`config.mk`:
```
export PLATFORM = sky130hd
export DESIGN_NAME = pipeline_stage_controller
export DESIGN_NICKNAME = d
export VERILOG_FILES = /design/src/rtl/pipe_ctrl_pkg.sv /design/src/rtl/pipeline_stage_controller_if.sv /design/src/rtl/mem_wait_fsm.sv /design/src/rtl/pipeline_stage_controller.sv
export SDC_FILE = /design/constraint.sdc
export NUM_CORES = 1
export LEC_CHECK = 0
export ABC_CLOCK_PERIOD_IN_PS = 1700
export BUFFER_PORTS_ARGS = -buffer_cell sky130_fd_sc_hd__buf_2
export CORE_AREA = 2 2 71 73
export CTS_BUF_LIST = sky130_fd_sc_hd__clkbuf_8
export DETAILED_ROUTE_END_ITERATION = 10
export DIE_AREA = 0 0 73 75
export MAX_ROUTING_LAYER = met4
export PLACE_DENSITY = 0.54
export SYNTH_ARGS = -nofsm -noshare
export SYNTH_HDL_FRONTEND = slang
export SYNTH_SLANG_ARGS = --single-unit
```
`constraint.sdc`:
```
create_clock -name clk -period 1.7 [get_ports clk]
set_input_delay 0.17 -clock clk [delete_from_list [all_inputs] [get_ports clk]]
set_output_delay 0.17 -clock clk [all_outputs]
set_load 0.05 [all_outputs]
```
`src/rtl/pipe_ctrl_pkg.sv`:
```
// Shared types and constants for the pipeline stage controller and its
// data-memory wait FSM.
package pipe_ctrl_pkg;

  typedef enum logic [1:0] {
    ST_IDLE = 2'd0,
    ST_WAIT = 2'd1,
    ST_ERR  = 2'd2
  } mem_state_t;

  localparam int MEM_TIMEOUT_DEFAULT = 15;

  typedef struct packed {
    logic pc_we;
    logic ifid_we;
    logic idex_we;
    logic exmem_we;
    logic memwb_we;
    logic ifid_flush;
    logic idex_bubble;
  } stage_ctrl_t;

  localparam stage_ctrl_t CTRL_HOLD  = stage_ctrl_t'(7'b0000000);
  localparam stage_ctrl_t CTRL_RUN   = stage_ctrl_t'(7'b1111100);
  localparam stage_ctrl_t CTRL_STALL = stage_ctrl_t'(7'b0011101);
  localparam stage_ctrl_t CTRL_KILL  = stage_ctrl_t'(7'b1111110);

  // Wide enough to hold MEM_TIMEOUT itself, so the counter can saturate.
  function automatic int wait_cnt_width(input int timeout);
    return (timeout < 1) ? 1 : $clog2(timeout + 1);
  endfunction

endpackage

```
`src/rtl/pipeline_stage_controller_if.sv`:
```
// Data-memory handshake link between the stage controller and the wait FSM.
interface pipeline_stage_controller_if;
  logic req_valid;
  logic dmem_ack;
  logic dmem_req;
  logic freeze;
  logic mem_err;

  modport master (output req_valid, output dmem_ack,
                  input  dmem_req, input freeze, input mem_err);
  modport slave  (input  req_valid, input dmem_ack,
                  output dmem_req, output freeze, output mem_err);
endinterface

```
`src/rtl/mem_wait_fsm.sv`:
```
// Tracks data-memory wait states, freezes the pipeline while an access is
// outstanding and latches a sticky error when the wait exceeds MEM_TIMEOUT.
module mem_wait_fsm
  import pipe_ctrl_pkg::*;
#(
  parameter int MEM_TIMEOUT = MEM_TIMEOUT_DEFAULT
) (
  input logic                        clk,
  input logic                        reset_n,
  pipeline_stage_controller_if.slave link
);

  localparam int WCNT_W = wait_cnt_width(MEM_TIMEOUT);
  localparam logic [WCNT_W-1:0] CNT_MAX  = WCNT_W'(MEM_TIMEOUT);
  localparam logic [WCNT_W-1:0] CNT_LAST = WCNT_W'(MEM_TIMEOUT - 1);

  mem_state_t        state_reg, state_next;
  logic [WCNT_W-1:0] cnt_reg, cnt_next;
  logic              err_reg, err_next;
  logic              req;

  assign req = reset_n & link.req_valid & ~err_reg &
               ((state_reg == ST_IDLE) | (state_reg == ST_WAIT));

  assign link.dmem_req = req;
  assign link.freeze   = err_reg | (req & ~link.dmem_ack);
  assign link.mem_err  = err_reg;

  always_ff @(posedge clk) begin
    if (!reset_n) begin
      state_reg <= ST_IDLE;
      cnt_reg   <= '0;
      err_reg   <= 1'b0;
    end else begin
      state_reg <= state_next;
      cnt_reg   <= cnt_next;
      err_reg   <= err_next;
    end
  end

  always_comb begin
    state_next = state_reg;
    cnt_next   = cnt_reg;
    err_next   = err_reg;
    case (state_reg)
      ST_IDLE: begin
        cnt_next = '0;
        if (req && !link.dmem_ack) state_next = ST_WAIT;
      end
      ST_WAIT: begin
        if (link.dmem_ack) begin
          state_next = ST_IDLE;
        end else begin
          if (cnt_reg != CNT_MAX) cnt_next = cnt_reg + WCNT_W'(1);
          // This WAIT cycle brings the count to MEM_TIMEOUT: give up.
          if (cnt_reg == CNT_LAST) begin
            state_next = ST_ERR;
            err_next   = 1'b1;
          end
        end
      end
      ST_ERR:  state_next = ST_ERR;
      default: state_next = ST_IDLE;
    endcase
  end

endmodule

```
`src/rtl/pipeline_stage_controller.sv`:
```
// Five-stage pipeline controller: write enables, flush/bubble, per-stage
// valids, data-memory request handshake and a retired-instruction counter.
module pipeline_stage_controller
  import pipe_ctrl_pkg::*;
#(
  parameter int MEM_TIMEOUT = MEM_TIMEOUT_DEFAULT,
  parameter int CNT_W       = 16
) (
  input  logic             clk,
  input  logic             reset_n,
  input  logic             hazard_stall,
  input  logic             kill,
  input  logic             ex_mem_op,
  input  logic             dmem_ack,
  output logic             pc_we,
  output logic             ifid_we,
  output logic             idex_we,
  output logic             exmem_we,
  output logic             memwb_we,
  output logic             ifid_flush,
  output logic             idex_bubble,
  output logic             valid_id,
  output logic             valid_ex,
  output logic             valid_mem,
  output logic             valid_wb,
  output logic             dmem_req,
  output logic             mem_err,
  output logic [CNT_W-1:0] retired
);

  pipeline_stage_controller_if link();

  // Stage index: 0=ID, 1=EX, 2=MEM, 3=WB.
  logic [3:0]       valid_reg, valid_next;
  logic             mem_op_mem_reg;
  logic [CNT_W-1:0] retired_reg;
  logic             freeze;
  stage_ctrl_t      ctrl;

  assign link.req_valid = valid_reg[2] & mem_op_mem_reg;
  assign link.dmem_ack  = dmem_ack;
  assign freeze         = link.freeze;

  mem_wait_fsm #(.MEM_TIMEOUT(MEM_TIMEOUT)) u_fsm (
    .clk     (clk),
    .reset_n (reset_n),
    .link    (link)
  );

  always_comb begin
    ctrl = CTRL_HOLD;
    if (reset_n && !freeze) begin
      if (hazard_stall)  ctrl = CTRL_STALL;
      else if (kill)     ctrl = CTRL_KILL;
      else               ctrl = CTRL_RUN;
    end
  end

  // Next valids for an unfrozen cycle; a stall keeps ID and bubbles EX.
  for (genvar gi = 0; gi < 4; gi++) begin : g_valid
    if (gi == 0) begin : g_id
      assign valid_next[gi] = hazard_stall ? valid_reg[0] : ~kill;
    end else if (gi == 1) begin : g_ex
      assign valid_next[gi] = ~hazard_stall & valid_reg[0];
    end else begin : g_tail
      assign valid_next[gi] = valid_reg[gi-1];
    end
  end

  always_ff @(posedge clk) begin
    if (!reset_n) begin
      valid_reg      <= '0;
      mem_op_mem_reg <= 1'b0;
      retired_reg    <= '0;
    end else if (!freeze) begin
      valid_reg      <= valid_next;
      mem_op_mem_reg <= ex_mem_op;
      if (valid_reg[3]) retired_reg <= retired_reg + CNT_W'(1);
    end
  end

  assign pc_we       = ctrl.pc_we;
  assign ifid_we     = ctrl.ifid_we;
  assign idex_we     = ctrl.idex_we;
  assign exmem_we    = ctrl.exmem_we;
  assign memwb_we    = ctrl.memwb_we;
  assign ifid_flush  = ctrl.ifid_flush;
  assign idex_bubble = ctrl.idex_bubble;
  assign valid_id    = valid_reg[0];
  assign valid_ex    = valid_reg[1];
  assign valid_mem   = valid_reg[2];
  assign valid_wb    = valid_reg[3];
  assign dmem_req    = link.dmem_req;
  assign mem_err     = link.mem_err;
  assign retired     = retired_reg;

endmodule

```
==> results.md, run 1 <==
Outcome:
- The run finished with clean final reports.

Power:
- The switching portion of total power is 0.256.
- Power spread over the standard cell area amounts to about 670 nW/um^2.
- For this design the static power due to leakage is approximately 0.72 nW.
- The portion of total power attributed to the clock network is 0.353.
- In this run the power spent charging and discharging nets is between 300 and 400 uW.
- VDD sags by at most 0.459 mV.
- The internal power summed over all cells is ~900 uW.
- The combinational power share is 0.098.
- The share of power burned in registers is 0.548.

Drt:
- In the routed design, unresolved DRC markers number 0.
- The first TritonRoute pass finished after 4 iterations.
- The via count is 1300.
- Dividing the detail-routed via count by the number of cells gives slightly above 5.
- The wire length per cell is 13.1 um.
- Once detail routing completed, the nets flagged for antenna violations numbered 0.
- After detailed routing, the total wire length is ~3300 um.
- After the first detailed-routing iteration, the DRC count stood at between 40 and 50.

Yosys:
- The mapped netlist covers 1380 um^2.
- Counting flops with a built-in enable in the synthesized netlist gives 0.
- The fraction of synthesis flops using an asynchronous set or reset pin is 0.
- The count of cell types in the netlist is 37.
- When the netlist entered floorplanning its net count stood at 171.
- The sequential cell area fraction in the yosys report is 0.407.
- The total of warnings raised by yosys is 0.
- After technology mapping, the gate count stands at about 160.
- Synthesis inferred 28 register bits.
- The commonest register cell after synthesis is dfxtp_1.
- A synthesized cell averages ~8.5 um^2.

STA:
- Setup repair after global routing could not meet its margin everywhere.
- The final worst clock skew is between 0.0015 and 0.002 ns.
- At the pin with the least slew margin, the transition time is between 0.3 and 0.4 ns.
- The max-slew violation total from the final report is 0.
- The final hold violation count is 0.
- The relative slew slack is 0.768.
- The minimum clock period after layout is roughly 1.7 ns.
- After layout, the worst setup slack is 0.0329 ns.
- The post-route fraction of the period consumed by the critical path is 0.981.
- Based on the critical path, the design can be clocked at up to about 600 MHz.
- Setup violations remaining at the end of the flow were counted as 0.

Setup path:
- The arrival time of the worst setup path is roughly 1.5 ns.
- At the worst endpoint, the required time is 1.53 ns.
- For this design, the slowest cell found on the critical path is dfxtp_4.
- The critical-path maximum fanout is 6.
- The critical setup path kind is reg2out.
- In this design, the stage delay of the slowest critical-path cell is 0.37 ns.
- STA classifies the critical path startpoint as a flop.
- Walking the worst path, the cells encountered are and3_4 > a21oi_4 > nand2_4 > nor3b_4 > buf_6.
- The kind of end point of the critical path is a primary output.

Clocking:
- The clock passes through at most 2 buffers.
- The cell at the root of the clock tree is clkbuf_8.
- CTS built an H-tree with a depth of 1.
- The clock tree from TritonCTS is yes.
- The clock net in this run drives a total of 28 sinks.
- Counting the buffers created by CTS gives 3.
- The source-to-sink clock delay at the later pin of the worst-skew pair is between 0.2 and 0.3 ns.
- After clock tree synthesis, the clock-pin slew on the worst setup and hold paths is 0.10 ns.

Floorplan:
- The starting density of the core is 0.295.
- The overall die area is approximately 5500 um^2.
- The core footprint is approximately 4700 um^2.
- The number of top-level pins is 35.
- The die span in x is 73 um.
- The number of rows in the core area is 25.
- The die height is 75 um.

Placement:
- The number of buffers inserted by port buffering is 34.
- The post-place instance area is ~1700 um^2.
- Before CTS, the worst setup slack after placement is approximately 0.076 ns.
- The cell count after placement is between 200 and 250.
- The half-perimeter wire length of the detailed placement result is about 2300 um.
- The congestion estimate from routability-driven global placement came to between 0.7 and 0.8.

Final layout:
- The flip-flop count of the largest register, all copies and words added is 16.
- The signed area change from the synthesized netlist to the final layout is 30.2%.
- The number of antenna diodes in the final layout is 0.
- The number of fill cells in the layout is 490.
- In the final layout, the share of cells above drive strength 1 is 0.380.
- The post-layout instance count excluding filler cells is roughly 250.
- The finished cells cover roughly 1800 um^2.
- The final layout contains 210 nets.
- At the end of the flow the core is filled with cells to 0.384.

GRT:
- The number of antenna violations at the first check in global routing came to 0.
- The via count of the first global-routing pass was 1229.
- The overflow left after global routing is 0.
- Entering global routing, the biggest net connects 24 pins.
- In the global route stage, overall resource usage came out at 0.137.
- The first global-routing pass estimated 5640 um of wire.

Job:
- The max-cap violation count is 0.

Worst hold path:
- The path class of the tightest hold or removal check is in2reg.
[synthesized netlist by cell type, drive strengths merged, types with 4 or more instances]
| master | n | area [um^2] |
|---|---|---|
| mux2i | 4 | 40.0 |
| buf | 7 | 48.8 |
| clkbuf | 4 | 15.0 |
| or4 | 5 | 37.5 |
| inv | 4 | 15.0 |
| xor2 | 5 | 43.8 |
| nor2 | 19 | 71.3 |
| nand4 | 4 | 25.0 |
| nand2 | 8 | 30.0 |
| o21ai | 7 | 42.5 |
| dfxtp | 28 | 561 |
| nand3 | 8 | 40.0 |
| or3 | 4 | 25.0 |
| a21oi | 17 | 88.8 |
| o31ai | 5 | 37.5 |
[area by class of cell]
class	instances	area (um^2)	area share
Clock buffer	4	55.1	0.0307
Tap cell	54	67.6	0.0377
Inverter	4	18.8	0.0105
Multi-Input combinational cell	119	791	0.441
Timing Repair Buffer	45	274	0.153
Sequential cell	28	586	0.327
[cell families after synthesis]
| logic type | synth area share |
|---|---|
| compound gates | 0.167 |
| xor+xnor | 0.0318 |
| fa+ha+maj | 0.0273 |
| buf+inv | 0.0573 |
| flops | 0.407 |
| mux | 0.0291 |
| simple gates | 0.280 |
[cells in the final DEF, fill, tap and decap left out, types with 4 or more instances in the layout]
cell / instances
clkbuf_8: 4
or4_1: 5
nand2_1: 7
buf_4: 10
a21oi_1: 16
nand3_1: 7
xor2_1: 5
nor2_1: 17
o21ai_0: 5
dfxtp_1: 14
o31ai_1: 5
or3_1: 4
dfxtp_2: 11
mux2i_1: 4
buf_2: 30
nand4_1: 4
[power groups by stage]
stage / Combinational, mW / Clock [mW] / Sequential (mW)
floorplan: 0.0733 / 0 / 0.688
global placement: 0.113 / 0 / 0.676
detailed placement: 0.113 / 0 / 0.676
CTS: 0.116 / 0.446 / 0.661
global route: 0.127 / 0.472 / 0.663
finish: 0.119 / 0.426 / 0.661
[worst max-delay path, delay by kind of cell, from the launching register on]
kind            cells  cell delay [ns]
simple gates        3             0.49
compound gates      1             0.16
buf+inv             1             0.18
flops               1             0.37
[metal layers]
layer,GRT usage,wire length (um),vias up
met1,0.166,1580,603
met4,0.0494,40,0
met2,0.222,1590,28
met5,-,0,-
met3,0.0321,124,5
li1,-,-,664
[metrics by stage]
stage	power, mW	hold slack (ns)	TNS, ns
floorplan	0.761	0.266	0
global placement	0.789	0.377	0
detailed placement	0.789	0.376	0
CTS	1.22	0.0663	-0.0280
global route	1.26	0.0824	-0.0205
finish	1.21	0.0806	0
[final timing paths]
| kind | end | cells past startpoint | start | slack, ns |
|---|---|---|---|---|
| max | ifid_flush | 5 | valid_reg[2]$_SDFFE_PN0N_ | 0.03 |
| min | valid_reg[0]$_SDFFE_PN0P_ | 2 | kill | 0.08 |
| max reg2reg | retired[14]$_SDFFE_PN0P_ | 5 | retired[0]$_SDFFE_PN0P_ | 0.12 |
| min reg2reg | retired[15]$_SDFFE_PN0P_ | 2 | retired[15]$_SDFFE_PN0P_ | 0.47 |
[timing repair]
| action | in CTS | in global routing |
|---|---|---|
| resized for setup | 4 | 10 |
| hold buffers | 0 | 0 |
| endpoints found under the setup margin | 4 | 9 |
| setup buffers | 0 | 1 |
| pin swaps | 0 | 1 |
(Power assumes the default switching activity.)
==> run 2, diff against run 1 <==
--- a/config.mk
+++ b/config.mk
@@ -5,14 +5,15 @@
 export SDC_FILE = /design/constraint.sdc
 export NUM_CORES = 1
 export LEC_CHECK = 0
+export ABC_AREA = 1
 export ABC_CLOCK_PERIOD_IN_PS = 1700
 export BUFFER_PORTS_ARGS = -buffer_cell sky130_fd_sc_hd__buf_2
-export CORE_AREA = 2 2 71 73
+export CORE_AREA = 2 2 90 66
 export CTS_BUF_LIST = sky130_fd_sc_hd__clkbuf_8
 export DETAILED_ROUTE_END_ITERATION = 10
-export DIE_AREA = 0 0 73 75
+export DIE_AREA = 0 0 92 68
 export MAX_ROUTING_LAYER = met4
-export PLACE_DENSITY = 0.54
+export PLACE_DENSITY = 0.53
 export SYNTH_ARGS = -nofsm -noshare
 export SYNTH_HDL_FRONTEND = slang
 export SYNTH_SLANG_ARGS = --single-unit
==> results.md, run 2 <==
Yosys:
- The net count after synthesis is 242 (was 171).
- The leading area contributor after synthesis is dfxtp_1 (unchanged).
- Top cells by area in the synthesized netlist: dfxtp_1, nand2_1, nor2_1 (was dfxtp_1, a21oi_1, nor2_1).
- The number of register bits inferred by synthesis is 28 (unchanged).
- The post-synthesis average cell area is 6.69 um^2 (was 8.50 um^2).
- Synth top cells by count: nand2_1, nor2_1, dfxtp_1, inv_1, a21oi_1 (was dfxtp_1, nor2_1, a21oi_1).
- The number of instances in the synthesized netlist is 233 (was 162).
- The combined area of all synthesized cells is 1560 um^2 (was 1380 um^2).
- The total of warnings raised by yosys was 0 (unchanged).
- The fraction of synthesis flops using an asynchronous set or reset pin is 0 (unchanged).
- The count of cell types in the netlist is 26 (was 37).
- The library cell with the highest instance count after synthesis was nand2_1 (was dfxtp_1).
- The number of enable flip-flop cells after synthesis came to 0 (unchanged).
- The area fraction of the dominant cell type after synthesis was 0.360 (was 0.407).
- The sequential cell area fraction in the yosys report is 0.360 (was 0.407).
- The commonest register cell after synthesis is dfxtp_1 (unchanged).

Final layout:
- The final design instance area without fill was 1910 um^2 (was 1790 um^2).
- The antenna diode count is 0 (unchanged).
- The net count of the finished layout is 281 (was 210).
- The most frequent standard cell in the layout excluding fill and tap cells is nand2_1 (was buf_2).
- The final core utilization was 0.349 (was 0.384).
- Commonest cells after routing, fill and taps aside: nand2_1, buf_2, nor2_1, inv_1, dfxtp_1 (was buf_2, nor2_1, a21oi_1, dfxtp_1, dfxtp_2).
- The fraction of final layout cells with drive strength greater than 1 came to 0.255 (was 0.380).
- The post-layout instance count excluding filler cells is 346 (was 254).
- The signed area change from the synthesized netlist to the final layout is 22.5% (was 30.2%).
- The flip-flop count of the largest register, all copies and words added is 16 (unchanged).

Clocking:
- The clock net sink count is 28 (unchanged).
- The cell at the root of the clock tree is clkbuf_8 (unchanged).
- The maximum clock insertion buffer count is 2 (unchanged).
- The number of H-tree levels is 1 (unchanged).
- The number of CTS-inserted buffers was 3 (unchanged).
- The source-to-sink clock delay at the later pin of the worst-skew pair came to 0.28 ns (about the same).
- The clock slew at the register clock pins of the worst setup and hold paths is 0.10 ns (about the same).
- The clock tree from TritonCTS is yes (unchanged).

STA:
- The summed negative setup slack over all endpoints is 0 ns (unchanged).
- RSZ-0062 raised after global routing: no (was yes).
- The relative slew slack came to 0.769 (was 0.768).
- The minimum clock period after layout came to 1.60 ns (was 1.67 ns).
- The final worst-path setup slack came to 0.101 ns (was 0.0329 ns).
- The final hold violation count is 0 (unchanged).
- The final setup violation count is 0 (unchanged).
- The final worst clock skew is 0.00602 ns (was 0.00179 ns).
- The max-slew violation total from the final report is 0 (unchanged).
- The post-route fraction of the period consumed by the critical path was 0.941 (was 0.981).
- The maximum operating frequency is 625 MHz (was 600 MHz).
- The worst-margin pin slew came to 0.346 ns (was 0.345 ns).

Floorplan:
- The die height came to 68 um (was 75 um).
- The core footprint is 5470 um^2 (was 4660 um^2).
- The overall die area is 6260 um^2 (was 5480 um^2).
- The die span in x came to 92 um (was 73 um).
- The number of rows in the core area is 23 (was 25).
- The number of top-level pins came to 35 (unchanged).
- The starting density of the core is 0.285 (was 0.295).

GRT:
- The first-pass GRT wire length was 6350 um (was 5640 um).
- The overflow left after global routing is 0 (unchanged).
- The via count of the first global-routing pass came to 1363 (was 1229).
- The number of antenna violations at the first check in global routing is 0 (unchanged).
- The pin count of the biggest net entering global routing is 19 (was 24).
- The global router's overall resource usage is 0.132 (was 0.137).

Placement:
- The half-perimeter wire length of the detailed placement result is 2750 um (was 2340 um).
- The routability congestion estimate is 0.783 (was 0.753).
- The post-place instance area is 1810 um^2 (was 1680 um^2).
- The number of buffers inserted by port buffering is 34 (unchanged).
- The worst slack at placement is 0.281 ns (was 0.0759 ns).
- The cell count after placement is 338 (was 249).

Worst hold path:
- The worst hold endpoint is valid_reg[0]$_SDFFE_PN0P_ (unchanged).
- The classification of the worst-slack hold path is in2reg (unchanged).
- The origin of the worst min-delay path is kill (unchanged).
- The instance count along the most critical hold path is 2 (unchanged).

Setup path:
- The cell depth of the worst flop-to-flop path is 6 (was 5).
- The kind of end point of the critical path is a primary output (unchanged).
- The worst reg-to-reg setup slack is 0.27 ns (was 0.12 ns).
- The endpoint required time on the critical path is 1.53 ns (about the same).
- The critical-path maximum fanout is 6 (unchanged).
- The startpoint of the worst register-to-register path is retired[1]$_SDFFE_PN0P_ (was retired[0]$_SDFFE_PN0P_).
- The critical setup path kind was reg2out (unchanged).
- The capture point of the worst reg-to-reg path is retired[6]$_SDFFE_PN0P_ (was retired[14]$_SDFFE_PN0P_).
- The startpoint type of the worst setup path is a flop (unchanged).
- The arrival time of the worst setup path is 1.43 ns (was 1.50 ns).

Outcome:
- Run status: completed (unchanged).

Drt:
- The detail-routed via count per cell is 4.26 (was 5.12).
- The detailed-route DRC error count is 0 (unchanged).
- The via count is 1475 (was 1300).
- The wire length per cell is 10.7 um (was 13.1 um).
- The number of iterations in the first detailed-routing pass is 4 (unchanged).
- The remaining number of nets flagged by the antenna check after routing is 0 (unchanged).
- The final routed wirelength across all metal layers came to 3690 um (was 3330 um).
- The starting DRC count in detailed routing is 77 (was 41).

Power:
- The cell leakage power is 0.813 nW (was 0.721 nW).
- The power per cell area is 622 nW/um^2 (was 673 nW/um^2).
- The highest ir drop seen on vdd is 0.313 mV (was 0.459 mV).

Job:
- The max-cap violation count came to 0 (unchanged).
## run 2: cell count changes after synthesis, moves of 4 or more
cell | before | now
nand2_1 | 8 | 60
inv_1 | 4 | 28
nor2_1 | 19 | 31
nand3_1 | 8 | 16
o21ai_0 | 5 | 11
o31ai_1 | 5 | 0
or4_1 | 5 | 0
clkbuf_1 | 4 | 0
mux2i_1 | 4 | 0
or3_1 | 4 | 0
## run 2: how the worst max path moves through the flow
stage,startpoint,endpoint,depth (start not counted)
floorplan,u_fsm.link.mem_err$_SDFFE_PN0P_,idex_bubble,6
global placement,reset_n,pc_we,9
detailed placement,retired[0]$_SDFFE_PN0P_,retired[8]$_SDFFE_PN0P_,6
CTS,u_fsm.state_reg[1]$_SDFFE_PN0P_,ifid_we,7
global route,mem_op_mem_reg$_SDFFE_PN0N_,ifid_we,8
finish,mem_op_mem_reg$_SDFFE_PN0N_,idex_bubble,8
## run 2: layout make-up
cell class | instances | area (um^2)
Timing Repair Buffer | 41 | 233
Multi-Input combinational cell | 167 | 840
Inverter | 31 | 120
Fill cell | 586 | 3560
Clock buffer | 4 | 55.1
Sequential cell | 28 | 568
Tap cell | 75 | 93.8
## run 2: per-stage QoR
| step | hold slack [ns] | power [mW] |
|---|---|---|
| 4_1_cts | 0.0787 | 1.21 |
| 5_1_grt | 0.0901 | 1.24 |
| 6_report | 0.0856 | 1.19 |
| 3_5_place_dp | 0.387 | 0.781 |
| 2_1_floorplan | 0.282 | 0.763 |
| 3_3_place_gp | 0.386 | 0.780 |
## run 2: where the power goes
group          switching, mW  total [mW]  internal (mW)
logic                 0.0781       0.106         0.0276
registers            0.00424       0.663          0.659
clock network          0.212       0.419          0.208
total                  0.294        1.19          0.894
## run 2: logic make-up (layout without fill, tap and decap cells)
kind of cell / after synthesis / in the layout / share of synthesized area
flops: 28 / 28 / 0.360
fa+ha+maj: 3 / 3 / 0.0241
compound gates: 31 / 31 / 0.101
buf+inv: 38 / 76 / 0.113
xor+xnor: 4 / 4 / 0.0225
simple gates: 129 / 129 / 0.380
## run 2: worst max-delay path, stage by stage, from the launching register on
cell     delay [ns]
dfxtp_2        0.34
nand2_4        0.05
inv_2          0.05
nand4_4        0.09
nand2_4        0.07
nor2_4         0.17
inv_1          0.09
nor2_2         0.09
buf_4          0.20
## run 2: layer usage
layer  global-route usage  vias up  share of wire
met5                    -        -              0
met4               0.0354        0          0.010
met3               0.0319        5          0.035
met2                0.197       23           0.41
met1                0.179      632           0.54
li1                     -      815              -
## run 2: timing repair
action,4_1_cts,5_1_grt
pin swaps,0,1
setup endpoints to repair,4,4
buffers inserted,0,4
hold buffers,0,0
gates resized for setup,2,6
==> run 3, diff against run 2 <==
--- a/config.mk
+++ b/config.mk
@@ -6,7 +6,7 @@
 export NUM_CORES = 1
 export LEC_CHECK = 0
 export ABC_AREA = 1
-export ABC_CLOCK_PERIOD_IN_PS = 1700
+export ABC_CLOCK_PERIOD_IN_PS = 1600
 export BUFFER_PORTS_ARGS = -buffer_cell sky130_fd_sc_hd__buf_2
 export CORE_AREA = 2 2 90 66
 export CTS_BUF_LIST = sky130_fd_sc_hd__clkbuf_8
==> constraint.sdc (replaced) <==
create_clock -name clk -period 1.6 [get_ports clk]
set_input_delay 0.08 -clock clk [delete_from_list [all_inputs] [get_ports clk]]
set_output_delay 0.08 -clock clk [all_outputs]
set_load 0.05 [all_outputs]
==> results.md, run 3 (same netlist as run 2, synthesis figures left out) <==
STA:
- The worst-margin pin slew is 0.264 ns (was 0.346 ns).
- The final hold violation count is 0 (unchanged).
- The relative slew slack is 0.823 (was 0.769).
- The final setup violation count is 0 (unchanged).
- The minimum clock period after layout is around 1.5 ns.
- Of the available clock period, the critical path in the final layout requires 0.940.
- The max-slew violation total from the final report was 0 (unchanged).
- Derived from the worst setup path, the maximum achievable clock frequency is 665 MHz.
- The worst hold margin came to 0.00879 ns (was 0.0856 ns).
- The final worst clock skew is 0.00342 ns (was 0.00602 ns).
- The final worst-path setup slack was 0.0967 ns (was 0.101 ns).
- RSZ-0062 raised after global routing: no (unchanged).
- The summed negative setup slack over all endpoints is 0 ns (unchanged).

Outcome:
- Run status: completed (unchanged).

Drt:
- The detailed-route DRC error count came to 0 (unchanged).
- The final routed wirelength across all metal layers is 3850 um (was 3690 um).
- The remaining number of nets flagged by the antenna check after routing was 0 (unchanged).
- The detail-routed via count per cell came to 4.40 (was 4.26).
- The number of iterations in the first detailed-routing pass is 4 (unchanged).
- The via count is 1531 (was 1475).
- The wire length per cell is 11.1 um (was 10.7 um).
- The starting DRC count in detailed routing is 88 (was 77).

GRT:
- The pin count of the biggest net entering global routing is 16 (was 19).
- The first-pass GRT wire length is 6680 um (was 6350 um).
- The global router's overall resource usage came to 0.138 (was 0.132).
- The via count of the first global-routing pass was 1403 (was 1363).
- The overflow left after global routing came to 0 (unchanged).
- The number of antenna violations at the first check in global routing is 0 (unchanged).

Floorplan:
- The die span in x is 92 um (unchanged).
- The number of top-level pins was 35 (unchanged).
- The number of rows in the core area is 23 (unchanged).
- The core footprint is 5470 um^2 (unchanged).
- The overall die area is 6260 um^2 (unchanged).
- The starting density of the core came to 0.285 (unchanged).
- The die height is 68 um (unchanged).

Clocking:
- The clock net sink count is 28 (unchanged).
- The maximum clock insertion buffer count is 2 (unchanged).
- The clock slew at the register clock pins of the worst setup and hold paths came to 0.10 ns (about the same).
- The cell at the root of the clock tree is clkbuf_8 (unchanged).
- The number of CTS-inserted buffers is 3 (unchanged).
- The clock tree from TritonCTS is yes (unchanged).
- The number of H-tree levels is 1 (unchanged).
- The source-to-sink clock delay at the later pin of the worst-skew pair is 0.28 ns (about the same).

Setup path:
- The master of the slowest instance on the critical path is dfxtp_4 (was dfxtp_2).
- The kind of end point of the critical path was a primary output (unchanged).
- The critical-path maximum fanout is 6 (unchanged).
- The capture point of the worst reg-to-reg path is retired[10]$_SDFFE_PN0P_ (was retired[6]$_SDFFE_PN0P_).
- The count of buffering cells on the critical path with inverters included is 2 (was 3).
- The arrival time of the worst setup path is 1.42 ns (was 1.43 ns).
- The end of the critical path is pc_we (was idex_bubble).
- The startpoint type of the worst setup path was a flop (unchanged).
- The worst reg-to-reg setup slack came to 0.20 ns (was 0.27 ns).
- The critical path's largest stage delay came to 0.37 ns (was 0.34 ns).
- The critical setup path kind is reg2out (unchanged).
- The cell depth of the worst flop-to-flop path is 6 (unchanged).
- Cell-by-cell listing of the critical path: nor2_4 > nand4_4 > nand2_4 > nor2_4 > nand2_2 > clkinvlp_4 > buf_8 (was nand2_4 > inv_2 > nand4_4 > nand2_4 > nor2_4 > inv_1 > nor2_2 > buf_4).
- The cell repeated most along the worst path is nor2_4 (was nand2_4).
- The dominant delay contributor by cell family on the critical path is simple AND/OR/NAND/NOR gates (unchanged).
- The number of stages on the worst setup path came to 7 (was 8).
- The startpoint of the worst register-to-register path is retired[1]$_SDFFE_PN0P_ (unchanged).
- The launching element of the worst setup path is u_fsm.link.mem_err$_SDFFE_PN0P_ (was mem_op_mem_reg$_SDFFE_PN0N_).
- The endpoint required time on the critical path was 1.52 ns (was 1.53 ns).

Placement:
- The number of buffers inserted by port buffering was 34 (unchanged).
- The worst slack at placement came to 0.214 ns (was 0.281 ns).
- The post-place instance area is 1820 um^2 (was 1810 um^2).
- The routability congestion estimate came to 0.805 (was 0.783).
- The half-perimeter wire length of the detailed placement result is 2900 um (was 2750 um).
- The cell count after placement is 339 (was 338).

Final layout:
- The final design instance area without fill is 1950 um^2 (was 1910 um^2).
- The signed area change from the synthesized netlist to the final layout is 25.0% (was 22.5%).
- The fraction of final layout cells with drive strength greater than 1 was 0.264 (was 0.255).
- Commonest cells after routing, fill and taps aside: nand2_1, buf_2, nor2_1, inv_1, dfxtp_1 (unchanged).
- The most frequent standard cell in the layout excluding fill and tap cells is nand2_1 (unchanged).
- The net count of the finished layout is 283 (was 281).
- The antenna diode count is 0 (unchanged).
- The area of the multi-input gates is 840 um^2 (unchanged).
- The footprint of the flip-flops and latches is 573 um^2 (was 568 um^2).
- The flip-flop count of the largest register, all copies and words added is 16 (unchanged).
- The number of fill cells in the layout is 621 (was 586).
- The final core utilization is 0.357 (was 0.349).
- The post-layout instance count excluding filler cells is 348 (was 346).

Worst hold path:
- The classification of the worst-slack hold path is in2reg (unchanged).
- The origin of the worst min-delay path is ex_mem_op (was kill).

Power:
- The total power came to 1.28 mW (was 1.19 mW).
- The cell leakage power is 0.828 nW (was 0.813 nW).
- The power per cell area is 657 nW/um^2 (was 622 nW/um^2).
- The highest ir drop seen on vdd is 0.256 mV (was 0.313 mV).

Job:
- The max-cap violation count is 0 (unchanged).
-- run 3: cell count changes in the layout (fill, tap and decap cells not counted), sizes merged --
cell	change
dlygate4sd3	+1
buf	+1
-- run 3: where the power goes --
part	switching [mW]	total, mW	internal, mW
Combinational	0.0851	0.119	0.0342
Sequential	0.00445	0.703	0.698
Clock	0.237	0.458	0.221
Total	0.327	1.28	0.954
-- run 3: timing repair --
item / in CTS / in global routing
setup endpoints to repair: 4 / 4
setup buffers: 0 / 4
gates resized for setup: 5 / 7
hold buffers: 1 / 0
hold endpoints to repair: 1 / 0
pin swaps: 1 / 4
-- run 3: worst reg2reg max path, cell delays in order (launching register included) --
cell,delay (ns)
dfxtp_2,0.38
ha_1,0.20
nand2_1,0.11
nor3_1,0.18
nand3_1,0.18
o21ai_0,0.20
nor2_1,0.07
-- run 3: final cells by class --
class                           instances  share of cell area
Multi-Input combinational cell        167               0.431
Sequential cell                        28               0.294
Timing Repair Buffer                   43               0.136
Inverter                               31              0.0629
Tap cell                               75              0.0481
Clock buffer                            4              0.0282
-- run 3: how the worst min path moves through the flow --
stage,slack [ns],cells past startpoint,endpoint
final,0.009,3,mem_op_mem_reg$_SDFFE_PN0N_
after global routing,0.01,3,mem_op_mem_reg$_SDFFE_PN0N_
after CTS,0.007,3,mem_op_mem_reg$_SDFFE_PN0N_
after detailed placement,0.30,2,valid_reg[0]$_SDFFE_PN0P_
after global placement,0.30,2,valid_reg[0]$_SDFFE_PN0P_
after floorplan,0.19,1,valid_reg[0]$_SDFFE_PN0P_
-- run 3: metal layers --
metal / wire length [um] / GRT usage / vias to the layer above
met5: 0 / - / -
met4: 34 / 0.0280 / 0
met3: 132 / 0.0308 / 4
met2: 1580 / 0.201 / 28
met1: 2100 / 0.196 / 677
li1: - / - / 822
